$ cat config.mk
export PLATFORM = sky130hd
export DESIGN_NAME = regfile_wr_arbiter
export DESIGN_NICKNAME = d
export VERILOG_FILES = /design/src/rtl/regfile_pkg.sv /design/src/rtl/regfile_wr_arbiter_rr_arb2.sv /design/src/rtl/regfile_wr_arbiter.sv
export SDC_FILE = /design/constraint.sdc
export NUM_CORES = 1
export LEC_CHECK = 0
export ABC_CLOCK_PERIOD_IN_PS = 2200
export CORE_MARGIN = 2
export CORE_UTILIZATION = 38
export DETAILED_ROUTE_END_ITERATION = 10
export PLACE_DENSITY = 0.81
export SYNTH_ARGS = -nofsm -noshare
export SYNTH_HDL_FRONTEND = slang
export SYNTH_SLANG_ARGS = --single-unit
$ cat constraint.sdc
create_clock -name clk -period 2.2 [get_ports clk]
set_input_delay 0.22 -clock clk [delete_from_list [all_inputs] [get_ports clk]]
set_output_delay 0.22 -clock clk [all_outputs]
set_load 0.02 [all_outputs]
$ cat src/rtl/regfile_pkg.sv
// Shared widths, FSM states and requester IDs for the
// register-file write arbiter.
package regfile_pkg;

  localparam int AW    = 4;
  localparam int DW    = 8;
  localparam int NREGS = 1 << AW;

  localparam logic [AW:0] CLR_LAST =
    (AW + 1)'(NREGS - 1);

  typedef enum logic {
    CLEAR = 1'b0,
    RUN   = 1'b1
  } state_e;

  localparam logic REQ_A = 1'b0;
  localparam logic REQ_B = 1'b1;

endpackage

$ cat src/rtl/regfile_wr_arbiter_rr_arb2.sv
// Two-input round-robin arbiter; prio names the requester
// that wins the next tie and flips after every grant.
module rr_arb2
  import regfile_pkg::*;
(
  input  logic       clk,
  input  logic       reset,
  input  logic [1:0] req,
  output logic [1:0] gnt
);

  logic prio_q;
  logic prio_d;

  always_comb begin
    gnt = 2'b00;
    unique case (1'b1)
      (req == 2'b11): gnt[prio_q] = 1'b1;
      (req == 2'b01): gnt[REQ_A]  = 1'b1;
      (req == 2'b10): gnt[REQ_B]  = 1'b1;
      default:        gnt         = 2'b00;
    endcase
  end

  always_comb begin
    prio_d = prio_q;
    if (gnt[REQ_A])
      prio_d = REQ_B;
    else if (gnt[REQ_B])
      prio_d = REQ_A;
  end

  always_ff @(posedge clk or posedge reset) begin
    if (reset)
      prio_q <= REQ_A;
    else
      prio_q <= prio_d;
  end

endmodule

$ cat src/rtl/regfile_wr_arbiter.sv
// Shares the regfile write port between requesters A and B.
// REGFILE_ARB_CLEAR_EN adds a post-reset zeroing sweep.
module regfile_wr_arbiter
  import regfile_pkg::*;
(
  input  logic          clk,
  input  logic          reset,
  input  logic          a_valid,
  input  logic [AW-1:0] a_addr,
  input  logic [DW-1:0] a_data,
  output logic          a_ready,
  input  logic          b_valid,
  input  logic [AW-1:0] b_addr,
  input  logic [DW-1:0] b_data,
  output logic          b_ready,
  output logic          we,
  output logic [AW-1:0] wa3,
  output logic [DW-1:0] wd3,
  output logic          busy
);

  logic [1:0]    req;
  logic [1:0]    gnt;
  logic          run;

  logic          we_q;
  logic          we_d;
  logic [AW-1:0] wa3_q;
  logic [AW-1:0] wa3_d;
  logic [DW-1:0] wd3_q;
  logic [DW-1:0] wd3_d;

`ifdef REGFILE_ARB_CLEAR_EN
  state_e        state_q;
  state_e        state_d;
  logic [AW:0]   cnt_q;
  logic [AW:0]   cnt_d;

  assign run  = (state_q == RUN);
  assign busy = (state_q == CLEAR);
`else
  assign run  = 1'b1;
  assign busy = 1'b0;
`endif

  assign req = run ? {b_valid, a_valid} : 2'b00;

  rr_arb2 u_arb (
    .clk   (clk),
    .reset (reset),
    .req   (req),
    .gnt   (gnt)
  );

  assign a_ready = gnt[REQ_A];
  assign b_ready = gnt[REQ_B];

  always_comb begin
    we_d  = |gnt;
    wa3_d = wa3_q;
    wd3_d = wd3_q;
    unique case (1'b1)
      gnt[REQ_A]: begin
        wa3_d = a_addr;
        wd3_d = a_data;
      end
      gnt[REQ_B]: begin
        wa3_d = b_addr;
        wd3_d = b_data;
      end
      default: begin
        wa3_d = wa3_q;
        wd3_d = wd3_q;
      end
    endcase
`ifdef REGFILE_ARB_CLEAR_EN
    state_d = state_q;
    cnt_d   = cnt_q;
    // Sweep owns the port; arbiter sees no requests here.
    if (state_q == CLEAR) begin
      we_d  = 1'b1;
      wa3_d = cnt_q[AW-1:0];
      wd3_d = '0;
      cnt_d = cnt_q + 1'b1;
      if (cnt_q == CLR_LAST)
        state_d = RUN;
    end
`endif
  end

  always_ff @(posedge clk or posedge reset) begin
    if (reset) begin
      we_q  <= 1'b0;
      wa3_q <= '0;
      wd3_q <= '0;
    end else begin
      we_q  <= we_d;
      wa3_q <= wa3_d;
      wd3_q <= wd3_d;
    end
  end

`ifdef REGFILE_ARB_CLEAR_EN
  always_ff @(posedge clk or posedge reset) begin
    if (reset) begin
      state_q <= CLEAR;
      cnt_q   <= '0;
    end else begin
      state_q <= state_d;
      cnt_q   <= cnt_d;
    end
  end
`endif

  assign we  = we_q;
  assign wa3 = wa3_q;
  assign wd3 = wd3_q;

endmodule

# Word-level counts from Yosys, hierarchy flattened

Cells that the tools add are included.

Muxes and demuxes: 8
$lt $le $gt $ge: 2
Equality and inequality tests: 3
Reduce and logical (&&, ||, !) cells: 3

Operators by type and width:

| kind                                                                 | count |
|---|---|
| 8-bit one-hot mux with 2 select lines                                | 1 |
| 4-bit one-hot mux with 2 select lines                                | 1 |
| 2-bit == test, second input constant                                 | 2 |
| 1-bit one-hot mux with 2 select lines                                | 2 |
| 1-bit two-way mux                                                    | 3 |
| 2-bit by 1-bit == test with 1-bit output, second input constant      | 1 |
| 1-bit by 2-bit < comparator with 1-bit output, second input constant | 1 |
| 2-bit nonzero test                                                   | 1 |
| 2-bit OR reduction                                                   | 1 |
| 1-bit demux with 1-bit select                                        | 1 |
| 1-bit greater-or-equal comparator, second input constant             | 1 |
| 1-bit logical AND                                                    | 1 |

Word-level logic and storage cells: 20
Register bits after elaboration: 14
Output and inout bits: 16
Bits of input ports: 28

# Logic depth before layout (Yosys ltp)

Depth after elaboration: 7
Mapped depth: 4
Gate-level depth less buffers: 3

# By module

A second synthesis with hierarchy kept.

Cell total of the unflattened synthesis: 65
Area, all modules: 678.2 µm²

By module, submodules not included:

| module             | cells each | times used | area each (µm²) | sequential area each (µm²) |
|---|---|---|---|---|
| regfile_wr_arbiter | 57         | 1          | 613.1           | 325.3 |
| rr_arb2            | 8          | 1          | 65.1            | 25.0 |

# Worst setup path after synthesis

OpenSTA, ideal clock, no wires.

Path type: register to register
From: reg, netlist name wd3[3]
To: reg wd3_q[3] (netlist: wd3[3])
Stages on the path, launching flop included: 3
Data arrival time: 1.031 ns
Buffers on the path: 0
Slack: 1.047 ns
Library setup time: 0.123 ns
Clock period less this slack: 1.153 ns
Required time: 2.077 ns
Path through: dfrtp_1 -> or3_2 -> o221a_2

RTL lines:

| element                | RTL line                 | RTL |
|---|---|---|
| end signal: assignment | regfile_wr_arbiter.sv:99 | `wd3_q <= wd3_d;` |
| end: declaration       | regfile_wr_arbiter.sv:30 | `logic [DW-1:0] wd3_q;` |

# Worst setup path after layout

From: in b_valid
To: out a_ready

Word-level cells in the longest chain between the ends: 2
Elaborated cells on any way between the ends: 3
Those cells by class: eq/ne: 2; mux: 1

RTL lines:

| element                                                                   | RTL line                                                           | RTL |
|---|---|---|
| start: declaration                                                        | regfile_wr_arbiter.sv:12                                           | `input logic b_valid,` |
| 2-bit by 1-bit == test with 1-bit output or 2-bit == test (tied branches) | regfile_wr_arbiter_rr_arb2.sv:19, regfile_wr_arbiter_rr_arb2.sv:18 |  |
| 1-bit one-hot mux with 2 select lines *                                   | regfile_wr_arbiter_rr_arb2.sv:17                                   | `unique case (1'b1)` |
| end: declaration                                                          | regfile_wr_arbiter.sv:11                                           | `output logic a_ready,` |

Mark *: on every way between the ends. The rest lies on a longest branch, timed or not.

==> results.sh <==
export IMPL_die_height_um=46.5
export IMPL_cts_resized=0
export IMPL_io_buffers=42
export IMPL_cts_buffer_depth=2
export IMPL_tns_ps=0
export IMPL_async_flop_share_pct=100
export IMPL_final_min_clock_period_ps=1840
export IMPL_syn_area_per_cell_sq_um=12.1
export IMPL_rows=15
export IMPL_grt_use_total_pct=19.8
export IMPL_synth_seq_area_share_pct=51.0
export IMPL_dr_pass1_iters=4
export IMPL_drc=0
export IMPL_grtUsageMet3_pct=5.10
export IMPL_numPlacedInstances=123
export IMPL_yosysMostFrequentCell="dfrtp_1"
export IMPL_powerDensity_nw_per_um2=630
export IMPL_regArea_sq_um=350
export IMPL_fmax_mhz=544
export IMPL_via_per_inst=5.09
export IMPL_drive_above_1_share_pct=25.5
export IMPL_multi_input_area_sq_um=273
export IMPL_hpwlAfterDp_mm=1.41
export IMPL_use_met1_pct=24.6
export IMPL_dieArea_sq_um=2160
export IMPL_synth_largest_area_cell="dfrtp_1"
export IMPL_hold_buffers=0
export IMPL_core_area_sq_um=1710
export IMPL_grt_pass1_vias=656
export IMPL_tightestPinTransition_ps=537
export IMPL_finalPower_uw=728
export IMPL_mappedNetlistArea_sq_um=687
export IMPL_synthTopCellsByArea="dfrtp_1 51%, o221a_2 16%, or3_2 5.5%"
export IMPL_status="completed"
export IMPL_critPathCaptureType="primary output"
export IMPL_antenna_found_initial=0
export IMPL_wl_per_cell_um=14.4
export IMPL_start_util_pct=40.2
export IMPL_fill_cells=141
export IMPL_arrival_ps=1620
export IMPL_grt_overflow=0
export IMPL_synth_edf_count=0
export IMPL_slew_violations=0
export IMPL_yosys_warnings=0
export IMPL_grt_pass1_wl_mm=2.89
export IMPL_ant_nets=0
export IMPL_grt_max_degree=15
export IMPL_synthCells=57
export IMPL_synthTopCellsByCount="14 x dfrtp_1, 10 x o221a_2, 5 x or3_1, 5 x or3_2, 4 x inv_1"
export IMPL_setup_viol=0
export IMPL_finalCritPeriodShare_pct=83.6
export IMPL_fin_cells=127
export IMPL_hold_violations=0
export IMPL_synthDistinctLibCells=17
export IMPL_worst_ep_required_time_ps=1980
export IMPL_syn_to_final_growth_pct=68.3
export IMPL_holdCritPathClass="in -> async"
export IMPL_die_w_um=46.5
export IMPL_n_antenna_cell=0
export IMPL_clockRootBuffer="clkbuf_4"
export IMPL_synth_ff_type="dfrtp_1"
export IMPL_busiest_layer="met2"
export IMPL_ys_ff_latch=14
export IMPL_crit_path_start_kind="input pin"
export IMPL_num_vias=647
export IMPL_drtIter0Drc=8
export IMPL_rsz0062_at_grt="false"
export IMPL_grt_util_met2_pct=31.1
export IMPL_htreeDepth=1
export IMPL_insertion_delay_ps=270
export IMPL_path_class="in -> out"
export IMPL_clk_pin_slew_ps=90
export IMPL_syn_num_nets=85
export IMPL_postCtsSetupRepairBufs=0
export IMPL_ir_drop_mv=0.353
export IMPL_numCtsBuffers=3
export IMPL_wl_mm=1.83
export IMPL_cap_violations=0
export IMPL_cts_tree="built"
export IMPL_place_congestion=0.719
export IMPL_cts_sinks=14
export IMPL_p_leak_uw=0.000475
export IMPL_nets=131
export IMPL_slew_headroom_pct=64.2
export IMPL_ios=44
export IMPL_worstPathMaxFanout=6
export IMPL_yosysTopAreaCellShare_pct=51.0
export IMPL_clock_skew_ps=2.81
==> cell families after synthesis <==
group                  Yosys count  share of synthesized area, %
DFF                             14                          51.0
AOI/OAI and AO/OA               16                          22.0
muxes                            2                          2.91
other                            1                         0.546
buffers and inverters            9                          9.29
and+or+nand+nor                 15                          14.2
==> report_power, final <==
part / switching (uW) / internal [uW]
clock: 80.3 / 100
combinational: 103 / 139
sequential: 17.3 / 288
total: 201 / 528
==> worst paths after layout <==
| kind | from | endpoint | slack (ps) | cells past startpoint |
|---|---|---|---|---|
| worst max-delay path | b_valid | a_ready | 360 | 5 |
| worst min-delay path | reset | wd3[1] | 290 | 2 |
| worst max register to register | u_arb.prio_q | wa3[1] | 1000 | 4 |
| worst min register to register | wd3[7] | wd3[7] | 590 | 2 |
| max in group asynchronous | reset | wd3[3] | 1560 | 2 |
| min in group clk | a_addr[3] | wa3[3] | 590 | 3 |
==> area by class of cell <==
| type | count | area share, % |
|---|---|---|
| Inverter | 4 | 1.30 |
| Clock buffer | 4 | 3.14 |
| Multi-Input combinational cell | 34 | 23.6 |
| Tap cell | 25 | 2.71 |
| Sequential cell | 14 | 30.3 |
| Timing Repair Buffer | 46 | 39.0 |
==> registers in the layout, summed over array words and instances (netlist names) <==
name,flops
wd3,8
wa3,4
u_arb.prio_q,1
we,1
==> worst max-delay path: stages <==
cell and delay [ps]:
clkdlybuf4s50_1 510, nand2_2 150, nand2_1 80, inv_1 70, clkdlybuf4s50_1 600
==> placed cells by master, fill, tap and decap left out <==
cell type | Yosys | routed
or3_2 | 5 | 5
conb_1 | 1 | 1
dfrtp_1 | 14 | 14
a31oi_1 | 2 | 2
and3_1 | 2 | 2
o21ai_2 | 1 | 1
or3_1 | 5 | 5
mux2i_1 | 2 | 2
nand2_1 | 1 | 1
clkdlybuf4s50_1 | 0 | 42
o21ai_0 | 2 | 2
nand2_2 | 1 | 1
buf_4 | 2 | 4
o21a_1 | 1 | 1
o221a_2 | 10 | 10
inv_1 | 4 | 4
clkbuf_8 | 0 | 1
clkbuf_4 | 0 | 3
or2_2 | 1 | 1
==> metal layers <==
layer  vias to the layer above  share of wire, %
met5                         -                 0
met4                         0               1.3
met3                         2               7.1
met2                        31                50
met1                       311                41
li1                        303                 -
==> through the flow <==
step / hold WS (ps) / util, % / area, sq um / setup slack, ps
after floorplan: 109 / - / 687 / 1050
after global placement: 564 / 65.6 / 1120 / 397
after detailed placement: 570 / 65.6 / 1120 / 357
after CTS: 300 / 67.7 / 1160 / 354
after global routing: 334 / 67.7 / 1160 / 264
final: 289 / 67.7 / 1160 / 361
Power figures use the tool's default switching activity.
